$ cat src/rtl/msb_normalize.sv
// msb_normalize: multi-cycle left-normalizer driven by a leading-bit index.
// Byte-granular shift first, then the residual 0..7 bit shift.
module msb_normalize #(
    parameter int XLEN    = 32,
    parameter int SHAMT_W = 5
) (
    input  logic               clk,
    input  logic               rst,
    input  logic               in_valid,
    output logic               in_ready,
    input  logic [XLEN-1:0]    in_data,
    input  logic [SHAMT_W-1:0] in_msb,
    output logic               out_valid,
    input  logic               out_ready,
    output logic [XLEN-1:0]    out_data,
    output logic [SHAMT_W-1:0] out_shamt,
    output logic               out_zero,
    output logic               out_mismatch
);

    generate
        if (XLEN != 32 || SHAMT_W != 5) begin : g_bad_param
            $error("msb_normalize supports only XLEN=32, SHAMT_W=5");
        end
    endgenerate

    typedef enum logic [1:0] {
        IDLE = 2'd0,
        BYTE = 2'd1,
        BIT  = 2'd2,
        DONE = 2'd3
    } state_t;

    state_t state;
    state_t state_nxt;

    logic [XLEN-1:0]    data_r;
    logic [SHAMT_W-1:0] shamt_r;
    logic               zero_r;
    logic               mismatch_r;

    logic               accept;
    logic [XLEN-1:0]    in_probe;
    logic               in_is_zero;
    logic               in_bad_msb;
    logic [XLEN-1:0]    byte_shifted;
    logic [XLEN-1:0]    bit_shifted;

    logic               in_ready_nxt;
    logic               out_valid_nxt;
    logic               load_out;

    assign accept = in_valid && in_ready;

    // A correct index leaves exactly the MSB at bit 0 after the right shift.
    assign in_probe   = in_data >> in_msb;
    assign in_is_zero = (in_data == '0);
    assign in_bad_msb = !in_is_zero && (in_probe != XLEN'(1));

    assign byte_shifted = data_r << {shamt_r[4:3], 3'b000};
    assign bit_shifted  = data_r << shamt_r[2:0];

    always_ff @(posedge clk) begin
        if (rst) begin
            state <= IDLE;
        end else begin
            state <= state_nxt;
        end
    end

    always_comb begin
        state_nxt = state;
        unique case (state)
            IDLE: begin
                if (accept) begin
                    state_nxt = BYTE;
                end
            end
            BYTE: state_nxt = BIT;
            BIT:  state_nxt = DONE;
            DONE: begin
                if (out_ready) begin
                    state_nxt = IDLE;
                end
            end
            default: state_nxt = IDLE;
        endcase
    end

    // Handshake flags are computed from the next state so they come straight
    // out of flops with no path from in_valid or out_ready to the outputs.
    always_comb begin
        in_ready_nxt  = 1'b0;
        out_valid_nxt = 1'b0;
        load_out      = 1'b0;
        unique case (1'b1)
            (state_nxt == IDLE): in_ready_nxt = 1'b1;
            (state_nxt == DONE): out_valid_nxt = 1'b1;
            default: ;
        endcase
        if (state == BIT) begin
            load_out = 1'b1;
        end
    end

    always_ff @(posedge clk) begin
        if (rst) begin
            in_ready  <= 1'b1;
            out_valid <= 1'b0;
        end else begin
            in_ready  <= in_ready_nxt;
            out_valid <= out_valid_nxt;
        end
    end

    always_ff @(posedge clk) begin
        if (rst) begin
            data_r     <= '0;
            shamt_r    <= '0;
            zero_r     <= 1'b0;
            mismatch_r <= 1'b0;
        end else begin
            unique case (state)
                IDLE: begin
                    if (accept) begin
                        data_r     <= in_data;
                        shamt_r    <= ~in_msb;
                        zero_r     <= in_is_zero;
                        mismatch_r <= in_bad_msb;
                    end
                end
                BYTE:    data_r <= byte_shifted;
                BIT:     data_r <= bit_shifted;
                default: ;
            endcase
        end
    end

    // Result registers change only on the BIT->DONE edge and hold otherwise.
    always_ff @(posedge clk) begin
        if (rst) begin
            out_data     <= '0;
            out_shamt    <= '0;
            out_zero     <= 1'b0;
            out_mismatch <= 1'b0;
        end else if (load_out) begin
            out_data     <= bit_shifted;
            out_shamt    <= shamt_r;
            out_zero     <= zero_r;
            out_mismatch <= mismatch_r;
        end
    end

    a_ready_idle: assert property (
        @(posedge clk) disable iff (rst)
        in_ready == (state == IDLE)
    );

    a_valid_done: assert property (
        @(posedge clk) disable iff (rst)
        out_valid == (state == DONE)
    );

    a_hold: assert property (
        @(posedge clk) disable iff (rst)
        out_valid && !out_ready |=> out_valid && $stable(out_data)
            && $stable(out_shamt)
    );

endmodule

$ cat config.mk
export PLATFORM = sky130hd
export DESIGN_NAME = msb_normalize
export DESIGN_NICKNAME = d
export VERILOG_FILES = /design/src/rtl/msb_normalize.sv
export SDC_FILE = /design/constraint.sdc
export NUM_CORES = 1
export LEC_CHECK = 0
export BUFFER_PORTS_ARGS = -buffer_cell sky130_fd_sc_hd__clkbuf_2
export CORE_UTILIZATION = 50
export CTS_BUF_LIST = sky130_fd_sc_hd__clkbuf_16
export CTS_CLUSTER_SIZE = 30
export DETAILED_ROUTE_END_ITERATION = 8
export PLACE_DENSITY = 0.69
export SLEW_MARGIN = 15
export SYNTH_ARGS = -nofsm -noshare
export SYNTH_HDL_FRONTEND = slang
export SYNTH_SLANG_ARGS = --single-unit
export TNS_END_PERCENT = 50
$ cat constraint.sdc
create_clock -name clk -period 3.5 [get_ports clk]
set_input_delay 0.7 -clock clk [delete_from_list [all_inputs] [get_ports clk]]
set_output_delay 0.7 -clock clk [all_outputs]
set_load 0.01 [all_outputs]
### After elaboration in Yosys (flattened, before gate mapping)

Cells that the tools add are included.

* register bits: 82
* input port bits: 41
* output and inout bits: 41

* equal/unequal tests: 6
* shift operators: 3
* multiplexer cells: 8
* bitwise gates (word level): 1
* reduce and logical (&&, ||, !) cells: 9

Operators with widths (number)
* $pmux 32 s3: 1
* $logic_not 32->1: 1
* $mux 32: 1
* $ne 32x1->1 const B: 1
* $shl 32x3->32: 1
* $shl 32x5->32: 1
* $shr 32x5->32: 1
* $pmux 2 s4: 1
* $eq 2x2->1 const B: 3
* $not 5->5: 1
* $logic_not 2->1: 2
* $mux 2: 2
* $reduce_and 2->1: 2
* $mux 1: 3
* $reduce_bool 3->1: 1
* $eq 2x1->1 const B: 1
* $logic_and 1x1->1: 2
* $ne 2x2->1 const B: 1
* $logic_not 1->1: 1

### Depth between registers and ports, before layout

Gate-level depths: netlist of the first run.

* depth after elaboration: 5
* mapped depth: 11

### Worst setup path before layout of the first run

No wires, ideal clock.

* path kind: input -> register
* start: input port in_msb[2]
* end: register mismatch_r
* library setup time: 0.125 ns
* data arrival time: 2.543 ns
* required time: 3.375 ns
* slack: 0.832 ns
* cell stages on the path: 7
* path buffers: 1
* path through: clkbuf_1 > mux4_2 > mux2i_1 > o211a_1 > a21bo_1 > o41a_1 > o41a_1

* cells in the longest elaborated chain, start to end: 3

Ends and longest elaborated chain
* start: declaration: line 12 `input logic [SHAMT_W-1:0] in_msb,`
* $shr 32x5->32: line 56 `assign in_probe = in_data >> in_msb;`
* $ne 32x1->1: line 58 `assign in_bad_msb = !in_is_zero && (in_probe != XLEN'(1));`
* $logic_and 1x1->1: line 58
* end signal: assignment: line 129 `mismatch_r <= in_bad_msb;`
* end: declaration: line 40 `logic mismatch_r;`

Every way passes these cells.
A chain may end at the register's enable or synchronous reset.

### Worst setup path in the final report of the first run

* start: input port in_msb[0]
* end: register mismatch_r

The elaborated chain is that of the path after synthesis.

==> results of run 1 <==
logic make-up after synthesis:
kind of cell | Yosys count | synth area share (%)
AOI/OAI and AO/OA | 183 | 20.75
adders and majority gates | 6 | 1.250
buffers and inverters | 73 | 5.459
DFF | 82 | 27.33
muxes | 122 | 28.27
and+or+nand+nor | 235 | 16.94
cell usage in the layout, fill, tap and decap left out, drive strengths merged, types with 2 or more instances in the layout:
cell    netlist  routed
nor2b        10      10
a21oi        39      39
nand3         6       6
a21o          2       2
o21ai        31      31
mux4         36      36
nand4         2       2
o32ai         3       3
nor2        104     104
a221oi        7       7
buf          26      19
and2          3       3
mux2         21      21
inv          10      12
clkinv        2       5
nor3         11      11
a32oi         2       2
a21bo         2       2
a22o          2       2
a31oi         3       3
a22oi         4       4
nand2b        2       2
dfxtp        82      82
nor4          9       9
nand2        72      72
o211ai       19      19
o22ai         2       2
clkbuf       35      90
mux2i        65      65
nor3b         2       2
o41a          2       2
o221ai        2       2
a211oi       46      46
o21a         10      10
ha            6       6
or3           9       9
routing by layer:
layer / global-route usage (%) / wire (microns) / share of wire, %
met1: 42.19 / 8082 / 43
met4: 12.25 / 585 / 3.1
met2: 49.67 / 8841 / 47
met3: 4.028 / 1456 / 7.7
met5: 0 / 0 / 0
per-stage QoR:
stage / instance area (sq um) / power (mW) / hold WS (ns) / std cells
3_5_place_dp: 6466 / 4.376 / 0.4579 / 883
4_1_cts: 6760 / 5.331 / 0.4680 / 899
5_1_grt: 6760 / 5.702 / 0.5014 / 899
6_report: 6760 / 5.368 / 0.4676 / 899
3_3_place_gp: 6466 / 4.320 / 0.4544 / 883
2_1_floorplan: 6006 / 3.551 / 0.4480 / 701
power by group:
group / leakage, nW / switching [mW] / internal [mW]
clock: 0.147 / 0.398 / 0.551
sequential: 0.670 / 0.462 / 1.20
combinational: 1.65 / 1.57 / 1.18
final timing paths:
check / cells past startpoint / slack [ns] / end
max: 8 / 0.74 / mismatch_r
min: 2 / 0.47 / out_data[1]
max reg2reg: 8 / 0.93 / data_r[6]
min reg2reg: 2 / 0.47 / out_data[1]
state kept, by name (all words and copies together) (netlist names):
register and cells:
state 2, out_data 32, shamt_r 5, zero_r 1, data_r 32, out_shamt 5, out_mismatch 1, out_zero 1
in_ready 1, mismatch_r 1, out_valid 1
critical path, cell delays in order:
cell and delay [ns]:
clkbuf_2 0.22, buf_4 0.29, mux4_2 0.54, a2111oi_0 0.40
a31oi_1 0.07, nor3_1 0.26, o31ai_1 0.10, o41a_1 0.41
final cells by class:
| cell class | count | share of cell area, % |
|---|---|---|
| repair buffers | 100 | 8.292 |
| clock buffers | 9 | 3.331 |
| inverters | 12 | 0.6663 |
| clock inverters | 7 | 1.018 |
| multi-input cells | 546 | 59.74 |
| flip-flops and latches | 82 | 24.30 |
| well taps | 143 | 2.647 |
==> results.py, run 1 <==
metrics = {
    "power": {
        "power_leakage_nw": 2.469,
        "peakVddDrop_mv": 0.4704,
        "power_density_mw_per_mm2": 794.1,
    },
    "layout": {
        "area_growth_pct": 12.56,
        "multiInputGateArea_sq_mm": 0.004039,
        "drive_above_1_share_pct": 23.94,
        "seq_area_sq_mm": 0.001643,
        "fillers": 1064,
        "nets": 798,
        "post-route-util_pct": 58.46,
        "n_antenna_cell": 0,
    },
    "cts": {
        "clkSinkCount": 82,
        "cts_setup_buffers": 0,
        "clk_latency_ns": 0.35,
        "postCtsHoldBufs": 0,
        "cts_buffers": 9,
        "cts_root_buf": "clkbuf_16",
        "clock_tree.htree_level_count": 3,
        "clk_path_buf_depth": 2,
        "cts-resized-gates": 0,
        "cts.clk_slew.worst_paths_ns": 0.06,
        "cts_tree": "built",
    },
    "status": {
        "violations": "design-rule violations",
        "status": "complete, but fails checks",
    },
    "die": {
        "die-area_sq_mm": 0.01245,
        "die_h_microns": 111.6,
        "initial_core_util_pct": 51.93,
        "rows": 39,
        "ios": 82,
        "die_x_microns": 111.6,
        "coreArea_sq_mm": 0.01156,
    },
    "routing": {
        "first_iter_violations": 538,
        "post-route-drc-count": 6,
        "via_per_inst": 6.513,
        "drt_first_pass_iters": 8,
        "vias": 5855,
        "avgRoutedWirePerCell_microns": 21.10,
        "routed_wl_microns": 18970,
        "ant_nets": 0,
    },
    "run": {
        "drv_cap": 0,
    },
    "synthesis": {
        "synth_ff_type": "dfxtp_1",
        "ys_seq_elements": 82,
        "synth_commonest_cells": "nor2_1 (104), dfxtp_1 (82), nand2_1 (72), mux2i_1 (65), a211oi_1 (46)",
        "synth_edf_count": 0,
        "syn_avg_cell_area_sq_um": 8.567,
        "netlist_area_sq_mm": 0.006006,
        "synth.largest_area_cell": "dfxtp_1",
        "yosysSeqAreaShare_pct": 27.33,
        "syn_inst": 701,
        "synth.top_cell.area_share_pct": 27.33,
        "syn-num-nets": 748,
        "synthArstFlopShare_pct": 0,
        "yosysMostFrequentCell": "nor2_1",
        "ys_types": 56,
        "synth_area_leaders": "dfxtp_1 (27%), mux4_2 (14%), mux2i_1 (11%)",
        "yosys_warnings": 0,
    },
    "setup_path": {
        "arrival_ns": 2.99,
        "start_kind": "primary input",
        "r2r-start": "shamt_r[1]",
        "critPathLaunch": "in_msb[0]",
        "cp_max_fo": 16,
        "cp-end-kind": "flip-flop",
        "crit_type": "primary input to flip-flop",
        "required_ns": 3.73,
    },
    "sta": {
        "finalSetupTns_ns": 0,
        "rsz0062_at_grt": "no",
        "setup_slack_ns": 0.7425,
        "slew_viol_final": 0,
        "fin_crit_sh_pct": 78.79,
        "slew_headroom_pct": 34.07,
        "fin_crit_ns": 2.757,
        "tightest_slew_ns": 0.9875,
        "setup_viol": 0,
        "hold_viol": 0,
        "skew_ns": 0.008422,
        "max_freq_mhz": 362.6,
    },
    "grt": {
        "grt_antenna_before_repair": 0,
        "grtUsageTotal_pct": 30.88,
        "overflow": 0,
        "grt_pass1_vias": 5456,
        "grt_pass1_wl_microns": 29840,
        "grt_max_degree": 67,
    },
    "hold_path": {
        "min_path_type": "flip-flop to flip-flop",
        "worstHoldStart": "out_data[1]",
    },
    "place": {
        "pre_cts_ws_ns": 0.4059,
        "io_buffers": 81,
        "dp.final_hpwl_microns": 14050,
        "gp_congestion": 0.9183,
    },
}
No activity file was read; power rests on OpenSTA's default activity.
==> run 2: changes to the inputs <==
Settings changed: PLACE_DENSITY 0.69 to 0.72.
Clock period 3.5 ns to 2.5 ns, I/O delays scaled along.
==> results.py, run 2 (same netlist as run 1, synthesis figures left out) <==
metrics = {
    "setup_path": {
        "cp-end-kind": "flip-flop",
        "start_kind": "primary input",
        "required_ns": 2.74,
        "slowest_delay_ns": 0.50,
        "crit_type": "primary input to flip-flop",
        "cp_max_fo": 12,
        "arrival_ns": 2.62,
        "critPathLaunch": "in_msb[0]",
        "r2r-start": "shamt_r[0]",
        "cp_slowest_cell": "mux4_2",
        "worstPathCellList": "clkbuf_2 > buf_4 > mux4_2 > and2_1 > a21oi_2 > nand2_1 > o32ai_1 > a31oi_1 > o41a_1",
    },
    "power": {
        "clkPwrFrac_pct": 17.0,
        "power.switching_mw": 3.511,
        "power_density_mw_per_mm2": 1080,
        "p_sw_share_pct": 45.70,
        "total_power_mw": 7.683,
        "combPwrFrac_pct": 53.4,
        "peakVddDrop_mv": 0.6103,
        "pwr-share-seq_pct": 29.6,
        "internal_power_mw": 4.172,
        "power_leakage_nw": 2.672,
    },
    "die": {
        "die-area_sq_mm": 0.01245,
        "ios": 82,
        "die_x_microns": 111.6,
        "rows": 39,
        "die_h_microns": 111.6,
        "coreArea_sq_mm": 0.01156,
        "initial_core_util_pct": 51.93,
    },
    "sta": {
        "setup_slack_ns": 0.1236,
        "skew_ns": 0.009125,
        "hold_slack_ns": 0.4144,
        "fin_crit_sh_pct": 95.06,
        "setup_viol": 0,
        "fin_crit_ns": 2.376,
        "finalSetupTns_ns": 0,
        "hold_viol": 0,
        "rsz0062_at_grt": "no",
        "slew_viol_final": 0,
        "slew_headroom_pct": 51.69,
        "max_freq_mhz": 420.8,
        "tightest_slew_ns": 0.7246,
    },
    "routing": {
        "drt_first_pass_iters": 9,
        "avgRoutedWirePerCell_microns": 20.64,
        "ant_nets": 0,
        "vias": 6049,
        "routed_wl_microns": 19380,
        "post-route-drc-count": 3,
        "first_iter_violations": 649,
        "via_per_inst": 6.442,
    },
    "place": {
        "io_buffers": 81,
        "dp.final_hpwl_microns": 14470,
        "gp_congestion": 0.9426,
        "pre_cts_ws_ns": -0.2741,
        "place_area_sq_mm": 0.006817,
        "placedCellCount": 923,
    },
    "status": {
        "status": "complete, but fails checks",
        "violations": "design-rule violations",
    },
    "layout": {
        "top_regs": "data_r (32), out_data (32)",
        "fillers": 1006,
        "n_antenna_cell": 0,
        "drive_above_1_share_pct": 28.14,
        "multiInputGateArea_sq_mm": 0.004050,
        "seq_area_sq_mm": 0.001643,
        "fin_area_sq_mm": 0.007112,
        "post-route-util_pct": 61.50,
        "final_cell_mix": "nor2_1 (104), dfxtp_1 (81), clkbuf_2 (81)",
        "stdcell_count": 939,
        "final_common_cell": "nor2_1",
        "area_growth_pct": 18.42,
        "nets": 838,
    },
    "grt": {
        "overflow": 0,
        "grt_antenna_before_repair": 0,
        "grt_pass1_vias": 5831,
        "grt_pass1_wl_microns": 30770,
        "grtUsageTotal_pct": 31.60,
        "grt_max_degree": 81,
    },
    "cts": {
        "clk_path_buf_depth": 2,
        "cts_buffers": 9,
        "clkSinkCount": 82,
        "cts.clk_slew.worst_paths_ns": 0.07,
        "clock_tree.htree_level_count": 3,
        "cts_root_buf": "clkbuf_16",
        "postCtsHoldBufs": 0,
        "cts_tree": "built",
        "clk_latency_ns": 0.36,
    },
    "hold_path": {
        "worstHoldStart": "in_msb[4]",
        "min_path_type": "primary input to flip-flop",
    },
    "run": {
        "drv_cap": 0,
    },
}
run 2: per-layer routing:
metal / global-route usage, % / part of all wire [%]
met1: 40.92 / 41
met2: 50.83 / 47
met3: 5.335 / 7.5
met4: 16.40 / 3.7
met5: 0 / 0
run 2: cell type report:
cell class	instances	area share, %
repair buffers	140	12.81
well taps	143	2.516
clock inverters	7	0.8269
multi-input cells	546	56.95
flip-flops and latches	82	23.10
clock buffers	9	3.167
inverters	12	0.6334
run 2: timing repair:
| action | CTS | global route |
|---|---|---|
| setup buffers | 0 | 0 |
| gates resized for setup | 0 | 2 |
| endpoints found under the setup margin | 0 | 1 |
run 2: power by group through the flow:
| stage | clock network, mW | registers [mW] | logic [mW] |
|---|---|---|---|
| 4_1_cts | 1.32 | 2.24 | 4.04 |
| 3_5_place_dp | 0 | 2.26 | 4.02 |
| 2_1_floorplan | 0 | 2.04 | 2.93 |
| 3_3_place_gp | 0 | 2.25 | 3.93 |
| 5_1_grt | 1.36 | 2.32 | 4.43 |
| 6_report | 1.31 | 2.28 | 4.10 |
run 2: critical path, delay by kind of cell:
| kind | cells | cell delay (ns) |
|---|---|---|
| compound gates | 4 | 0.90 |
| buf+inv | 2 | 0.48 |
| mux | 1 | 0.50 |
| simple gates | 2 | 0.24 |
run 2: path summary, 6_finish.rpt:
check | to | slack [ns] | cells after the start
max | mismatch_r | 0.12 | 9
min | shamt_r[4] | 0.41 | 2
max reg2reg | data_r[22] | 0.17 | 7
min reg2reg | out_data[1] | 0.47 | 2
